$ cat src/rtl/gcd_pkg.sv
// Shared types, constants and the state-to-control decode for the GCD controller.
package gcd_pkg;

    localparam int GCD_W  = 7;
    localparam int GCD_CW = 8;

    localparam logic OP_SUB  = 1'b0;
    localparam logic OP_SWAP = 1'b1;

    typedef enum logic [2:0] {
        IDLE,
        LOAD,
        CMP,
        SWAP,
        SUB,
        DONE
    } gcd_state_t;

    typedef struct packed {
        logic a_sel;
        logic b_sel;
        logic ta_ld;
        logic tb_ld;
        logic op_sel;
        logic busy;
        logic done;
    } gcd_ctrl_t;

    // Moore output table: every control line is a pure function of the state.
    function automatic gcd_ctrl_t ctrl_decode(input gcd_state_t s);
        gcd_ctrl_t c;
        c = '0;
        case (s)
            LOAD: begin
                c.a_sel = 1'b1;
                c.b_sel = 1'b1;
                c.ta_ld = 1'b1;
                c.tb_ld = 1'b1;
                c.busy  = 1'b1;
            end
            CMP: begin
                c.busy = 1'b1;
            end
            SWAP: begin
                c.op_sel = OP_SWAP;
                c.ta_ld  = 1'b1;
                c.tb_ld  = 1'b1;
                c.busy   = 1'b1;
            end
            SUB: begin
                c.op_sel = OP_SUB;
                c.ta_ld  = 1'b1;
                c.busy   = 1'b1;
            end
            DONE: begin
                c.busy = 1'b1;
                c.done = 1'b1;
            end
            default: c = '0;
        endcase
        return c;
    endfunction

endpackage

$ cat src/rtl/gcd_ctrl.sv
// Control FSM for the subtractive Euclidean GCD datapath.
// Optional saturating step counter is built only when GCD_ITER_CNT_EN is defined.
module gcd_ctrl
    import gcd_pkg::*;
#(
    parameter int W  = GCD_W,
    parameter int CW = GCD_CW
) (
    input  logic          clk,
    input  logic          rst,
    input  logic          start,
    input  logic [W-1:0]  ta_q,
    input  logic [W-1:0]  tb_q,
    output logic          a_sel,
    output logic          b_sel,
    output logic          ta_ld,
    output logic          tb_ld,
    output logic          op_sel,
    output logic          busy,
    output logic          done,
    output logic [W-1:0]  gcd_out,
    output logic [CW-1:0] iter_cnt
);

    gcd_state_t   state_q, state_d;
    logic [W-1:0] gcd_q, gcd_d;
    gcd_ctrl_t    ctrl;
    logic         tb_zero;
    logic         ta_lt_tb;

    assign tb_zero  = (tb_q == '0);
    assign ta_lt_tb = (ta_q < tb_q);

    // NOTE: every signal written here gets a default first, so no path can infer a latch.
    always_comb begin
        state_d = state_q;
        gcd_d   = gcd_q;
        ctrl    = ctrl_decode(state_q);
        case (state_q)
            IDLE: if (start) state_d = LOAD;
            LOAD: state_d = CMP;
            CMP: begin
                if (tb_zero) begin
                    state_d = DONE;
                    gcd_d   = ta_q;
                end else if (ta_lt_tb) begin
                    state_d = SWAP;
                end else begin
                    state_d = SUB;
                end
            end
            SWAP:    state_d = CMP;
            SUB:     state_d = CMP;
            DONE:    state_d = IDLE;
            default: state_d = IDLE;
        endcase
    end

    // NOTE: state registers use non-blocking assignments so all flops update from pre-edge values.
    always_ff @(posedge clk or posedge rst) begin
        if (rst) begin
            state_q <= IDLE;
            gcd_q   <= '0;
        end else begin
            state_q <= state_d;
            gcd_q   <= gcd_d;
        end
    end

    assign a_sel   = ctrl.a_sel;
    assign b_sel   = ctrl.b_sel;
    assign ta_ld   = ctrl.ta_ld;
    assign tb_ld   = ctrl.tb_ld;
    assign op_sel  = ctrl.op_sel;
    assign busy    = ctrl.busy;
    assign done    = ctrl.done;
    assign gcd_out = gcd_q;

`ifdef GCD_ITER_CNT_EN
    localparam logic [CW-1:0] CNT_ONE = CW'(1);

    logic [CW-1:0] cnt_q, cnt_d;
    logic [CW-1:0] iter_q, iter_d;

    // Count SUB/SWAP steps, saturating; publish the count on the CMP->DONE edge.
    always_comb begin
        cnt_d  = cnt_q;
        iter_d = iter_q;
        case (state_q)
            LOAD: cnt_d = '0;
            SWAP, SUB: begin
                if (cnt_q != '1) cnt_d = cnt_q + CNT_ONE;
            end
            CMP: begin
                if (tb_zero) iter_d = cnt_q;
            end
            default: ;
        endcase
    end

    always_ff @(posedge clk or posedge rst) begin
        if (rst) begin
            cnt_q  <= '0;
            iter_q <= '0;
        end else begin
            cnt_q  <= cnt_d;
            iter_q <= iter_d;
        end
    end

    assign iter_cnt = iter_q;
`else
    assign iter_cnt = '0;
`endif

endmodule

$ cat config.mk
export PLATFORM = sky130hd
export DESIGN_NAME = gcd_ctrl
export DESIGN_NICKNAME = d
export VERILOG_FILES = /design/src/rtl/gcd_pkg.sv /design/src/rtl/gcd_ctrl.sv
export SDC_FILE = /design/constraint.sdc
export NUM_CORES = 1
export LEC_CHECK = 0
export ABC_AREA = 1
export BUFFER_PORTS_ARGS = -buffer_cell sky130_fd_sc_hd__buf_2
export CAP_MARGIN = 20
export CORE_MARGIN = 3
export CORE_UTILIZATION = 47
export CTS_BUF_LIST = sky130_fd_sc_hd__clkbuf_8 sky130_fd_sc_hd__clkbuf_16
export CTS_CLUSTER_SIZE = 25
export DETAILED_ROUTE_END_ITERATION = 12
export GPL_TIMING_DRIVEN = 1
export HOLD_SLACK_MARGIN = 0.12
export PLACE_DENSITY = 0.82
export SYNTH_ARGS = -nofsm -noshare
export SYNTH_HDL_FRONTEND = slang
export SYNTH_SLANG_ARGS = --single-unit
$ cat constraint.sdc
create_clock -name clk -period 2.35 [get_ports clk]
set_clock_uncertainty 0.15 [all_clocks]
set_input_delay 0.1175 -clock clk [delete_from_list [all_inputs] [get_ports clk]]
set_output_delay 0.1175 -clock clk [all_outputs]
set_load 0.01 [all_outputs]
## Yosys cells after proc, flatten, opt, wreduce, memory -nomap -nowiden

Index checks and enable logic that the tools add are counted.
Widths: inputs -> output; s select.

- Reduce and logical (&&, ||, !) cells: 6
- Muxes and demuxes: 10
- Equality and inequality tests: 6
- Magnitude comparators: 1

Operators with widths:

| operator | count |
|---|---|
| $mux 3 | 3 |
| $pmux 3 s3 | 1 |
| $logic_not 7->1 | 1 |
| $lt 7x7->1 | 1 |
| $eq 3x2->1 const B | 2 |
| $eq 3x3->1 const B | 2 |
| $mux 1 | 5 |
| $reduce_or 5->1 | 1 |
| $eq 3x1->1 const B | 1 |
| $logic_not 3->1 | 1 |
| $reduce_or 3->1 | 1 |
| $mux 2 | 1 |
| $ne 2x2->1 const B | 1 |
| $reduce_and 2->1 | 1 |
| $reduce_or 2->1 | 1 |

- Word-level logic and storage cells: 25
- Output and inout port bits: 22
- Register bits: 10
- Input bits: 17

## Depth between registers and ports, before layout

Gate-level depths: netlist (run 1).

- Word-level depth: 4
- Gate-level depth with buffers: 10

## Worst setup path after synthesis (run 1)

No wires, ideal clock.

- Path kind: register -> output
- Start: reg state_q[2]
- End: out ta_ld
- Path slack: 1.079 ns
- Required time: 2.082 ns
- Arrival: 1.003 ns
- Cell stages (with the launch flop): 6
- Path through: dfrtp_1 -> inv_2 -> nand2_2 -> o22ai_1 -> nor2_1 -> inv_1

- Word-level cells in the longest chain between the ends: 3
- Elaborated cells between the ends (all ways): 5
- Classes of those cells: eq/ne (3); mux (1); reduce/logical (1)

RTL lines:

| what | RTL line | RTL |
|---|---|---|
| start: declaration | gcd_ctrl.sv:25 | `gcd_state_t state_q, state_d;` |
| start signal: assignment | gcd_ctrl.sv:65 | `state_q <= state_d;` |
| $eq 3x3->1, or another cell as far along | gcd_pkg.sv:33 | `case (s)` |
| $reduce_or 3->1 (no source line) * | -- |  |
| $mux 1 * | gcd_pkg.sv:33 |  |
| end: declaration | gcd_ctrl.sv:16 | `output logic ta_ld,` |

Every way passes the cells marked *; elsewhere a longest branch is shown, timed or not.

## Worst setup path after layout (run 1)

- Start: in ta_q[6]
- End: reg state_q[0]

- Word-level cells in the longest chain between the ends: 4

RTL lines:

| what | RTL line | RTL |
|---|---|---|
| start: declaration | gcd_ctrl.sv:12 | `input logic [W-1:0] ta_q,` |
| $lt 7x7->1 | gcd_ctrl.sv:32 | `assign ta_lt_tb = (ta_q < tb_q);` |
| $mux 3 | gcd_ctrl.sv:46 | `end else if (ta_lt_tb) begin` |
| $mux 3 | gcd_ctrl.sv:43 | `if (tb_zero) begin` |
| $pmux 3 s3 | gcd_ctrl.sv:39 | `case (state_q)` |

Every way passes these cells.
A chain may end at the register's enable or synchronous reset.

==> results.tsv, run 1 <==
metric	value	unit
synth_edf_count	0	
start_kind	input pin	
grt_pass1_wl	3240	um
clock_sinks	10	
final.min_clock_period	1.67	ns
core	1420	um2
grt_setup_unrepaired	no	
syn-cell-area	769	um2
fmax	0.601	GHz
synth_ff_type	dfrtp_1	
place.gp.congestion	0.834	
finalCritPeriodShare	0.709	
multi_input_area	410	um2
numCtsBuffers	3	
synth.most_common_cell	nand2_1	
yosys.area.top_type_share	0.325	
total_power	0.000839	W
r2r-start	state_q[2]	
post-synth-top-area-cell	dfrtp_1	
io_pins	39	
leakage	0.664	nW
clockBufferDepth	2	
yosysWarningCount	0	
start_util	0.544	
cts_tree	done	
synth.avg_cell_area	7.19	um2
fin_tns_setup	0	ns
ant_nets	0	
drc_errors	0	
hold_violations	0	
initialDrtViolationCount	27	
hp-start	tb_q[3]	
path_class	input pin to flip-flop	
cp_max_fo	3	
cts-resized-gates	0	
vdd_drop_max	0.000366	V
end_kind	flip-flop	
first_pass_iters	6	
hold_buffers	9	
ys_ff_latch	10	
overflow	0	
wirelength	2020	um
synth_cells	107	
portBuffers	30	
synthTopCellsByCount	32 x nand2_1, 17 x inv_1, 10 x dfrtp_1, 9 x buf_4	
hpwlAfterDp	1410	um
clkTransAtPathRegs	0.05	ns
diodes	0	
worstPathArrival	1.68	ns
grt_pass1_vias	714	
cts_setup_buffers	0	
clock-root-buffer	clkbuf_8	
final.fill_count	113	
drive_gt1_frac	0.291	
die_w	46.5	um
clk_latency	0.24	ns
synthArstFlopShare	1.00	
nNetsFinal	172	
yosysUniqueCellTypes	20	
hold-worst-slack	0.142	ns
antenna_found_initial	0	
wl_per_cell	12.4	um
area_growth	35.4	%
die_y	46.5	um
required	2.36	ns
grt_start_max_net_pins	11	
status	finished, final reports clean	
die_area	2160	um2
hold_path.class	input pin to flip-flop	
htreeDepth	1	
grtUsageTotal	0.216	
final-seq-area	250	um2
power_density	805	nW/um2
synth_area_leaders	dfrtp_1 33%, nand2_1 16%, ha_1 9.8%	
finalSetupViolCount	0	
maxSlewViolCount	0	
vias_per_cell	4.80	
rows	13	
drv_cap	0	
ys_seq_area_frac	0.325	
crit_start	ta_q[6]	
vias	782	
state kept, by name, summed over array words and instances (netlist names):
name and count:
state_q 3, gcd_out 7
critical path, cell delays in order:
cell           delay (ns)
dlygate4sd3_1        0.52
buf_2                0.13
ha_1                 0.30
nand2_1              0.10
inv_1                0.04
a21oi_1              0.22
nand2_1              0.10
a21oi_1              0.14
layout make-up:
cell class	instances	area share
Timing Repair Buffer	39	0.230
Clock buffer	4	0.0528
Multi-Input combinational cell	77	0.394
Tap cell	15	0.0180
Sequential cell	10	0.240
Inverter	18	0.0648
cell families (layout without fill, tap and decap cells):
| group | count (synthesis) | in the layout | share of synthesized area |
|---|---|---|---|
| fa+ha+maj | 6 | 6 | 0.0976 |
| flops | 10 | 10 | 0.325 |
| compound gates | 6 | 6 | 0.0488 |
| buf+inv | 27 | 61 | 0.176 |
| simple gates | 57 | 57 | 0.348 |
| other cells | 1 | 8 | 0.00487 |
where the power goes:
group | switching (W) | total [W] | internal [W]
sequential | 0.0000383 | 0.000248 | 0.000210
combinational | 0.000230 | 0.000371 | 0.000141
clock | 0.0000720 | 0.000220 | 0.000148
through the flow:
| step | worst slack [ns] | instances | cell area, um2 | utilization |
|---|---|---|---|---|
| 6_report | 0.685 | 163 | 1040 | 0.737 |
| 5_1_grt | 0.538 | 163 | 1040 | 0.737 |
| 4_1_cts | 0.677 | 163 | 1040 | 0.737 |
| 3_5_place_dp | 0.946 | 150 | 897 | 0.634 |
| 3_3_place_gp | 1.00 | 150 | 897 | 0.634 |
| 2_1_floorplan | 1.08 | 114 | 796 | - |
final timing paths:
| path | slack, ns | end | cells past startpoint |
|---|---|---|---|
| worst max-delay path | 0.68 | state_q[0] | 8 |
| worst max register to register | 0.99 | gcd_out[0] | 6 |
| min in group asynchronous | 0.24 | gcd_out[3] | 3 |
| worst min-delay path | 0.14 | state_q[2] | 6 |
| max in group asynchronous | 1.53 | gcd_out[2] | 3 |
| worst min register to register | 0.31 | gcd_out[6] | 2 |
layout by cell type, fill, tap and decap left out:
master and n:
nand2_1 32, buf_2 30, inv_1 17, dfrtp_1 10
dlygate4sd3_1 9, nor2_1 8, nand3_1 8, conb_1 8
ha_1 6, clkbuf_8 4, a21oi_1 3, nand3_2 2
nor2_4 2, nor2_2 1, inv_2 1, o211ai_1 1
nor3_1 1, nand2_2 1, nand4_1 1, o22ai_1 1
nand2_4 1, o21ai_2 1
layer usage:
metal / GRT usage / part of all wire / up-vias
met5: 0 / 0 / -
li1: - / - / 399
met3: 0.0234 / 0.066 / 6
met1: 0.246 / 0.38 / 338
met2: 0.379 / 0.52 / 39
met4: 0.131 / 0.029 / 0
Power figures use the tool's default switching activity.
==> inputs of run 2 (changes only) <==
CORE_UTILIZATION = 40   (was 47)
PLACE_DENSITY = 0.74   (was 0.82)
clock period = 1.3 ns   (was 2.35 ns; I/O delays follow)
==> run 2 against run 1 <==
The flow now finishes with violations (negative setup slack). Die area rose by 15%. Utilization shrank 0.53 points. Largest cell class unchanged. Largest power group unchanged. Critical path type is now flip-flop to flip-flop. Sequential share of layout area shrank 4.4 points.
==> results.tsv, run 2 (synthesized netlist as in run 1, its figures left out) <==
metric	value	unit
vdd_drop_max	0.000971	V
clockBufferDepth	2	
total_power	0.00219	W
status	complete, but fails checks	
instances_no_fill	188	
start_util	0.436	
die_w	49.9	um
drive_gt1_frac	0.497	
overflow	0	
htreeDepth	1	
hold_path.class	input pin to flip-flop	
ant_nets	0	
clock_sinks	10	
core	1760	um2
numCtsBuffers	3	
hpwlAfterDp	1460	um
layout_common_cells	30 x buf_2, 23 x nand2_1, 13 x inv_1, 10 x dlygate4sd3_1, 9 x buf_4	
clock-root-buffer	clkbuf_8	
cpPeakStageDelay	0.41	ns
end_kind	flip-flop	
final.min_clock_period	1.48	ns
dp_cells	164	
hp-start	tb_q[0]	
leakage	0.750	nW
hold_depth	6	
place.gp.congestion	0.837	
clkTransAtPathRegs	0.05	ns
r2r-start	state_q[2]	
final.setup.worst_slack	-0.177	ns
vias	930	
diodes	0	
hold_end	gcd_out[4]	
grt_setup_unrepaired	yes	
die_y	49.9	um
finalCritPeriodShare	1.14	
mostFrequentLayoutCell	buf_2	
r2r_end	gcd_out[5]	
path_class	flip-flop to flip-flop	
cp_max_fo	4	
maxSlewViolCount	0	
largest_reg_flops	7	
required	1.32	ns
clk_latency	0.24	ns
start_kind	flip-flop	
failed_checks	negative setup slack	
crit_slowest_cell	dfrtp_1	
grtUsageTotal	0.197	
cts_tree	done	
rows	15	
vias_per_cell	4.95	
drc_errors	0	
power_density	1700	nW/um2
r2r_slack	-0.18	ns
worstPathArrival	1.50	ns
grt_start_max_net_pins	11	
reg2reg_depth	7	
portBuffers	30	
cp_num_buf_inv	3	
io_pins	39	
first_pass_iters	4	
crit_family	simple AND/OR/NAND/NOR gates	
nNetsFinal	187	
die_area	2490	um2
wl_per_cell	15.0	um
initialDrtViolationCount	36	
hold_violations	0	
drv_cap	0	
fmax	0.677	GHz
cp_cell_sequence	inv_2 -> nand2_4 -> buf_12 -> nor2_4 -> buf_4 -> nand3_1 -> nand2_1	
wirelength	2830	um
finalSetupViolCount	17	
grt_pass1_wl	3670	um
antenna_found_initial	0	
fin_tns_setup	-1.68	ns
area_growth	67.6	%
grt_pass1_vias	857	
## run 2: changes by cell type in the layout (fill, tap and decap cells not counted), moves of 2 or more
cell	before	now
buf_4	0	9
nand2_1	32	23
nand2_2	1	8
buf_6	0	4
inv_1	17	13
inv_2	1	5
nor2_1	8	4
nor2_2	1	5
nand3_1	8	5
dfrtp_1	10	8
dfrtp_2	0	2
nand2_4	1	3
nand3_4	0	2
## run 2: worst max path at each step
| stage | slack, ns | depth (start not counted) | from | end |
|---|---|---|---|---|
| 2_1_floorplan | 0.08 | 5 | state_q[2] | ta_ld |
| 3_3_place_gp | 0.01 | 8 | ta_q[6] | state_q[2] |
| 3_5_place_dp | -0.003 | 8 | ta_q[6] | state_q[2] |
| 4_1_cts | -0.12 | 6 | state_q[1] | ta_ld |
| 5_1_grt | -0.24 | 7 | state_q[2] | gcd_out[5] |
| 6_report | -0.18 | 7 | state_q[2] | gcd_out[5] |
## run 2: tightest hold or removal path, cell delays in order
cell and delay [ns]:
buf_2 0.11, nor2_2 0.04, nand3_2 0.07, nor2_4 0.08, nand3_4 0.07, nand2_2 0.05
## run 2: layout make-up
class                   count  area [um2]
well taps                  25        31.3
clock buffers               4        55.1
fillers                   123         474
flip-flops and latches     10         253
multi-input cells          77         500
repair buffers             54         383
inverters                  18        67.6
## run 2: power by group
part | internal [W] | total, W | switching [W]
Sequential | 0.000386 | 0.000476 | 0.0000894
Clock | 0.000266 | 0.000393 | 0.000126
Combinational | 0.000637 | 0.00132 | 0.000688
Total | 0.00129 | 0.00219 | 0.000903
## run 2: through the flow
stage,hold slack [ns],area [um2],util,worst slack [ns]
6_report,0.137,1290,0.731,-0.177
5_1_grt,0.155,1290,0.731,-0.241
4_1_cts,0.104,1210,0.688,-0.121
3_5_place_dp,-0.0917,940,0.533,-0.00295
3_3_place_gp,-0.0981,940,0.533,0.0105
2_1_floorplan,-0.245,796,-,0.0816
## run 2: timing repair
action	CTS	global route
resized for setup	14	19
setup buffers	8	3
pin swaps	8	9
hold endpoints to repair	20	0
gates cloned	0	0
endpoints found under the setup margin	8	17
hold buffers	10	0
## run 2: routing by layer
layer	up-vias	track usage	wire (um)
met4	0	0.101	116
li1	428	-	-
met1	431	0.218	1070
met2	61	0.368	1440
met5	-	0	0
met3	10	0.0151	206
